**config.mk**
```make
export PLATFORM = sky130hd
export DESIGN_NAME = universal_shift_reg
export DESIGN_NICKNAME = d
export VERILOG_FILES = /design/src/rtl/universal_shift_reg.sv
export SDC_FILE = /design/constraint.sdc
export NUM_CORES = 1
export LEC_CHECK = 0
export CORE_MARGIN = 3
export CORE_UTILIZATION = 49
export CTS_BUF_LIST = sky130_fd_sc_hd__clkbuf_2 sky130_fd_sc_hd__clkbuf_4 sky130_fd_sc_hd__clkbuf_8
export CTS_CLUSTER_DIAMETER = 60
export DETAILED_ROUTE_END_ITERATION = 16
export PLACE_DENSITY = 0.89
export SYNTH_ARGS = -nofsm -noshare
export SYNTH_HDL_FRONTEND = slang
export SYNTH_SLANG_ARGS = --single-unit
```
**constraint.sdc**
```tcl
create_clock -name clk -period 2 [get_ports clk]
set_input_delay 0.4 -clock clk [delete_from_list [all_inputs] [get_ports clk]]
set_output_delay 0.4 -clock clk [all_outputs]
set_load 0.005 [all_outputs]
```
**src/rtl/universal_shift_reg.sv**
```systemverilog
`default_nettype none
// ============================================================================
//  Module   : universal_shift_reg
//  Purpose  : WIDTH-bit universal shift register with shift/rotate in both
//             directions, parallel load and clear, plus a frame counter
//             that pulses frame_done after every WIDTH shift operations.
//  Revision : 1.0 - initial release
// ============================================================================
module universal_shift_reg #(
  parameter int               WIDTH     = 8,
  parameter logic [WIDTH-1:0] RESET_VAL = '0
) (
  input  logic                                      clk,
  input  logic                                      rst,
  input  logic                                      en,
  input  logic [2:0]                                mode,
  input  logic                                      ser_in_l,
  input  logic                                      ser_in_r,
  input  logic [WIDTH-1:0]                          par_in,
  output logic [WIDTH-1:0]                          par_out,
  output logic                                      ser_out_msb,
  output logic                                      ser_out_lsb,
  output logic                                      frame_done,
  output logic [((WIDTH > 1) ? $clog2(WIDTH) : 1)-1:0] shift_cnt
);

  localparam int             CW       = (WIDTH > 1) ? $clog2(WIDTH) : 1;
  localparam logic [CW-1:0]  LAST_CNT = CW'(WIDTH - 1);

  localparam logic [2:0] MODE_HOLD = 3'b000;
  localparam logic [2:0] MODE_SHL  = 3'b001;
  localparam logic [2:0] MODE_SHR  = 3'b010;
  localparam logic [2:0] MODE_ROL  = 3'b011;
  localparam logic [2:0] MODE_ROR  = 3'b100;
  localparam logic [2:0] MODE_LOAD = 3'b101;
  localparam logic [2:0] MODE_CLR  = 3'b110;

  logic [WIDTH-1:0] data_q, data_d;
  logic [CW-1:0]    cnt_q,  cnt_d;
  logic             done_q, done_d;
  logic             shift_op;

  // Next-state decode: data path by mode, then frame counter for shift ops.
  always_comb begin
    data_d   = data_q;
    cnt_d    = cnt_q;
    done_d   = 1'b0;
    shift_op = 1'b0;
    if (en) begin
      case (mode)
        MODE_SHL: begin
          data_d   = {data_q[WIDTH-2:0], ser_in_l};
          shift_op = 1'b1;
        end
        MODE_SHR: begin
          data_d   = {ser_in_r, data_q[WIDTH-1:1]};
          shift_op = 1'b1;
        end
        MODE_ROL: begin
          data_d   = {data_q[WIDTH-2:0], data_q[WIDTH-1]};
          shift_op = 1'b1;
        end
        MODE_ROR: begin
          data_d   = {data_q[0], data_q[WIDTH-1:1]};
          shift_op = 1'b1;
        end
        MODE_LOAD: begin
          data_d = par_in;
          cnt_d  = '0;
        end
        MODE_CLR: begin
          data_d = RESET_VAL;
          cnt_d  = '0;
        end
        // MODE_HOLD and the reserved code keep everything as is.
        default: ;
      endcase
    end
    // Direction changes mid-frame keep counting; only load/clear/reset restart it.
    if (shift_op) begin
      if (cnt_q == LAST_CNT) begin
        cnt_d  = '0;
        done_d = 1'b1;
      end else begin
        cnt_d  = cnt_q + CW'(1);
      end
    end
  end

  // State registers with synchronous reset taking priority over every mode.
  always_ff @(posedge clk) begin
    if (rst) begin
      data_q <= RESET_VAL;
      cnt_q  <= '0;
      done_q <= 1'b0;
    end else begin
      data_q <= data_d;
      cnt_q  <= cnt_d;
      done_q <= done_d;
    end
  end

  assign par_out     = data_q;
  assign ser_out_msb = data_q[WIDTH-1];
  assign ser_out_lsb = data_q[0];
  assign frame_done  = done_q;
  assign shift_cnt   = cnt_q;

endmodule
`default_nettype wire

```
==> results_tabular.tex <==
\begin{tabular}{lr}
\hline
Metric & Value \\
\hline
\multicolumn{2}{l}{\textbf{Yosys}} \\
\quad Sequential cell area fraction in the yosys report & between 20\% and 30\% \\
\quad Number of library cell types mapped by synthesis & 39 \\
\quad Most instantiated cells after synthesis & sky130\_fd\_sc\_hd\_\_dfxtp\_1 (12), sky130\_fd\_sc\_hd\_\_a31oi\_1 (8), sky130\_fd\_sc\_hd\_\_a311oi\_1 (7), sky130\_fd\_sc\_hd\_\_a32oi\_1 (6), sky130\_fd\_sc\_hd\_\_nand3b\_1 (6) \\
\quad Mapped cell area & 812 um2 \\
\quad Biggest area consumer among synthesized cells & sky130\_fd\_sc\_hd\_\_dfxtp\_1 \\
\quad Post-synthesis register bit count & 12 \\
\quad Ys async rst share & 0\% \\
\quad Ys Warns & 0 \\
\quad Area share of the largest cell type after synthesis & 29.6\% \\
\quad Top flip-flop cell by instance count after synthesis & sky130\_fd\_sc\_hd\_\_dfxtp\_1 \\
\quad Average instance area after synthesis & approximately 9.3 um2 \\
\quad Number of standard cells after synthesis & 87 \\
\quad Number of enable-type register cells in the synthesized netlist & 0 \\
\quad Net count after synthesis & 105 \\
\quad Cell types with the largest area share after synthesis & sky130\_fd\_sc\_hd\_\_dfxtp\_1 (30\%), sky130\_fd\_sc\_hd\_\_a311oi\_1 (7.6\%), sky130\_fd\_sc\_hd\_\_a32oi\_1 (6.5\%) \\
\quad Most common cell in the netlist & sky130\_fd\_sc\_hd\_\_dfxtp\_1 \\
\multicolumn{2}{l}{\textbf{STA}} \\
\quad Worst Tran Pin Value & about 0.34 ns \\
\quad Setup TNS & 0 ns \\
\quad Worst max-slew margin expressed relative to the limit & around 77\% \\
\quad Share of the clock period used by the worst path & between 80\% and 90\% \\
\quad Unrepaired setup endpoints after global routing & no \\
\quad Fmax & roughly 570 MHz \\
\quad Hold slack & approximately 0.50 ns \\
\quad Time the worst path needs with I/O delays and setup & 1.76 ns \\
\quad Worst-case setup margin in the final layout & between 0.2 and 0.25 ns \\
\quad Max-slew violation count & 0 \\
\quad Final hold viol count & 0 \\
\quad Largest clock skew in the final design & about 0.0053 ns \\
\quad Number of setup violations in the final report & 0 \\
\multicolumn{2}{l}{\textbf{Route}} \\
\quad Via count & slightly below 900 \\
\quad Total Routed Length & between 2000 and 2500 um \\
\quad Wire length per cell & roughly 17 um \\
\quad Violation count after the first detailed-routing iteration & 17 \\
\quad Number of iterations in the first detailed-routing pass & 4 \\
\quad Remaining antenna violation count after routing & 0 \\
\quad DRC violation count after routing & 0 \\
\quad Ratio of routed vias to standard cells & 6.57 \\
\multicolumn{2}{l}{\textbf{Die}} \\
\quad Starting Density & about 53\% \\
\quad Die outline height & roughly 47 um \\
\quad Core Rows & 14 \\
\quad Die outline area & about 2200 um2 \\
\quad IO Pins & 30 \\
\quad Core Area & approximately 1500 um2 \\
\quad Die outline width & $\sim$47 um \\
\multicolumn{2}{l}{\textbf{Final layout}} \\
\quad Finished Core Util & 75.0\% \\
\quad Layout filler cell count & 127 \\
\quad Design area & around 1200 um2 \\
\quad Share of layout cells above drive strength 1 & between 10 and 15\% \\
\quad Diode count & 0 \\
\quad Area growth from synthesis to final layout & 42.4\% \\
\quad Number of nets in the final layout & roughly 140 \\
\multicolumn{2}{l}{\textbf{Setup path}} \\
\quad Crit path arrival time & 1.94 ns \\
\quad Required time at the endpoint of the critical path & roughly 2.2 ns \\
\quad Worst setup path endpoint & par\_out[2] \\
\quad Logic depth of the worst register-to-register path & 4 \\
\quad Element type at the critical path start & primary input \\
\quad Worst flop-to-flop path endpoint & shift\_cnt[0] \\
\quad Setup CP Type & in2reg \\
\quad First element of the critical path & mode[1] \\
\quad Kind of end point of the critical path & register \\
\quad Setup slack, reg-to-reg & 0.69 ns \\
\quad Reg-to-reg startpoint & shift\_cnt[0] \\
\quad Largest fanout of any net on the critical path & 11 \\
\multicolumn{2}{l}{\textbf{Pwr}} \\
\quad Internal power consumption & 0.472 mW \\
\quad Fraction of power spent switching nets & about 28\% \\
\quad Maximum vdd drop & around 0.00045 V \\
\quad Reported net switching power & 0.182 mW \\
\quad Leak & 0.413 nW \\
\quad Sequential share of power & 41.5\% \\
\quad Power per unit of standard cell area & 566 nW/um2 \\
\quad Part of the total power dissipated in combinational logic & 28.6\% \\
\quad Clock share of power & between 20 and 30\% \\
\multicolumn{2}{l}{\textbf{Clock network}} \\
\quad Root buf cell & sky130\_fd\_sc\_hd\_\_clkbuf\_4 \\
\quad TritonCTS clock tree & yes \\
\quad CTS Hold Bufs & 0 \\
\quad Skew-Pair Late Insertion Delay & roughly 0.28 ns \\
\quad Total CTS buffers & 3 \\
\quad Maximum number of buffers from clock root to sink & 2 \\
\quad Clock Sinks & 12 \\
\quad CTS H-tree depth & 1 \\
\quad Resized Gates After CTS & 0 \\
\quad Clock-pin slew on the worst setup and hold paths & 0.08 ns \\
\quad Post-CTS Setup Repair Bufs & 0 \\
\multicolumn{2}{l}{\textbf{Worst hold path}} \\
\quad HP Class & reg2reg \\
\multicolumn{2}{l}{\textbf{Placement}} \\
\quad Worst setup timing slack at the placement stage & 0.00356 ns \\
\quad HPWL reported at the end of detailed placement & $\sim$1600 um \\
\quad Final weighted congestion in routability-driven placement & 0.818 \\
\quad Area of placed instances & between 1000 and 1500 um2 \\
\quad IO Port Bufs & 29 \\
\multicolumn{2}{l}{\textbf{Global routing}} \\
\quad Initial antenna violation count & 0 \\
\quad All-Layer GR Usage & $\sim$23\% \\
\quad Global-route wire length before repair & 3450 um \\
\quad Via count of the first global-routing pass & 780 \\
\quad GRT Residual Overflow & 0 \\
\quad Largest net degree at the start of global routing & 12 \\
\multicolumn{2}{l}{\textbf{Outcome}} \\
\quad Status & finished clean \\
\multicolumn{2}{l}{\textbf{Flow run}} \\
\quad Max cap viols & 0 \\
\hline
\end{tabular}
## worst min-delay path by stage
stage                     cells after the start  slack, ns    startpoint            to
after floorplan                               1       0.47           rst  shift_cnt[0]
after global placement                        2       0.48  shift_cnt[0]  shift_cnt[0]
after detailed placement                      2       0.49  shift_cnt[2]  shift_cnt[2]
after CTS                                     2       0.50  shift_cnt[2]  shift_cnt[2]
after global routing                          2       0.51  shift_cnt[2]  shift_cnt[2]
final                                         2       0.50  shift_cnt[0]  shift_cnt[0]
## layout by cell type (no fill, tap or decap)
cell type	Yosys	final
sky130_fd_sc_hd__clkbuf_4	0	3
sky130_fd_sc_hd__nand4_1	2	2
sky130_fd_sc_hd__nor4bb_1	1	1
sky130_fd_sc_hd__a21oi_1	2	2
sky130_fd_sc_hd__nand2b_1	1	1
sky130_fd_sc_hd__nor3_4	1	1
sky130_fd_sc_hd__a211oi_1	1	1
sky130_fd_sc_hd__nor2_1	1	1
sky130_fd_sc_hd__o21a_1	1	1
sky130_fd_sc_hd__a311oi_1	7	7
sky130_fd_sc_hd__nand2_1	1	1
sky130_fd_sc_hd__o21ai_1	1	1
sky130_fd_sc_hd__a32oi_1	6	6
sky130_fd_sc_hd__clkdlybuf4s50_1	0	29
sky130_fd_sc_hd__nor3_2	1	1
sky130_fd_sc_hd__ha_1	2	2
sky130_fd_sc_hd__or3_1	1	1
sky130_fd_sc_hd__and3_1	1	1
sky130_fd_sc_hd__and3b_1	1	1
sky130_fd_sc_hd__a31oi_1	8	8
sky130_fd_sc_hd__dfxtp_1	12	12
sky130_fd_sc_hd__o311ai_0	1	1
sky130_fd_sc_hd__inv_1	3	3
sky130_fd_sc_hd__buf_4	4	6
sky130_fd_sc_hd__buf_12	0	1
sky130_fd_sc_hd__or2_0	1	1
sky130_fd_sc_hd__nand3b_1	6	6
sky130_fd_sc_hd__or2_2	1	1
sky130_fd_sc_hd__or2b_1	1	1
sky130_fd_sc_hd__o31ai_1	2	2
sky130_fd_sc_hd__xor2_4	1	1
sky130_fd_sc_hd__nor3b_1	3	3
sky130_fd_sc_hd__nand3_1	2	2
sky130_fd_sc_hd__o32ai_1	1	1
sky130_fd_sc_hd__clkbuf_8	0	1
sky130_fd_sc_hd__a21o_1	1	1
sky130_fd_sc_hd__mux2i_1	1	1
sky130_fd_sc_hd__a221oi_2	1	1
## power by group through the flow
stage / Sequential, mW / Clock (mW) / Combinational [mW]
5_1_grt: 0.274 / 0.212 / 0.201
3_5_place_dp: 0.277 / 0 / 0.185
6_report: 0.272 / 0.196 / 0.187
4_1_cts: 0.272 / 0.202 / 0.186
3_3_place_gp: 0.277 / 0 / 0.179
2_1_floorplan: 0.275 / 0 / 0.0933
## critical path: stages
cell	delay, ns
sky130_fd_sc_hd__clkdlybuf4s50_1	0.66
sky130_fd_sc_hd__buf_4	0.24
sky130_fd_sc_hd__xor2_4	0.23
sky130_fd_sc_hd__nand3b_1	0.12
sky130_fd_sc_hd__a311oi_1	0.28
## flip-flops by register name, indices dropped and copies added (netlist names)
register    flops
frame_done      1
par_out         8
shift_cnt       3
## cell families (layout without fill, tap and decap cells)
family	count (synthesis)	after routing	synth area share [%]
AOI/OAI and AO/OA	32	32	30.7
adders and majority gates	2	2	3.08
buffers and inverters	14	43	9.71
muxes	1	1	1.23
and+or+nand+nor	25	25	22.3
xor gates and xnor gates	1	1	3.39
DFF	12	12	29.6
## cell type report
type / count / area (um2) / share of cell area [%]
Clock buffer: 4 / 36.3 / 3.14
Tap cell: 16 / 20.0 / 1.73
Sequential cell: 12 / 240 / 20.8
Timing Repair Buffer: 36 / 355 / 30.7
Inverter: 3 / 11.3 / 0.974
Multi-Input combinational cell: 61 / 493 / 42.6
## routing by layer
metal	up-vias	track usage, %	wire [um]
met4	0	13.8	66
li1	406	-	-
met2	45	37.6	1070
met5	-	0	0
met3	8	8.59	217
met1	408	24.9	878
## stage by stage
step / total power [mW] / instances
floorplan: 0.368 / 87
global placement: 0.456 / 128
CTS: 0.661 / 132
detailed placement: 0.462 / 128
finish: 0.655 / 132
global route: 0.687 / 132
(Power assumes the default switching activity.)
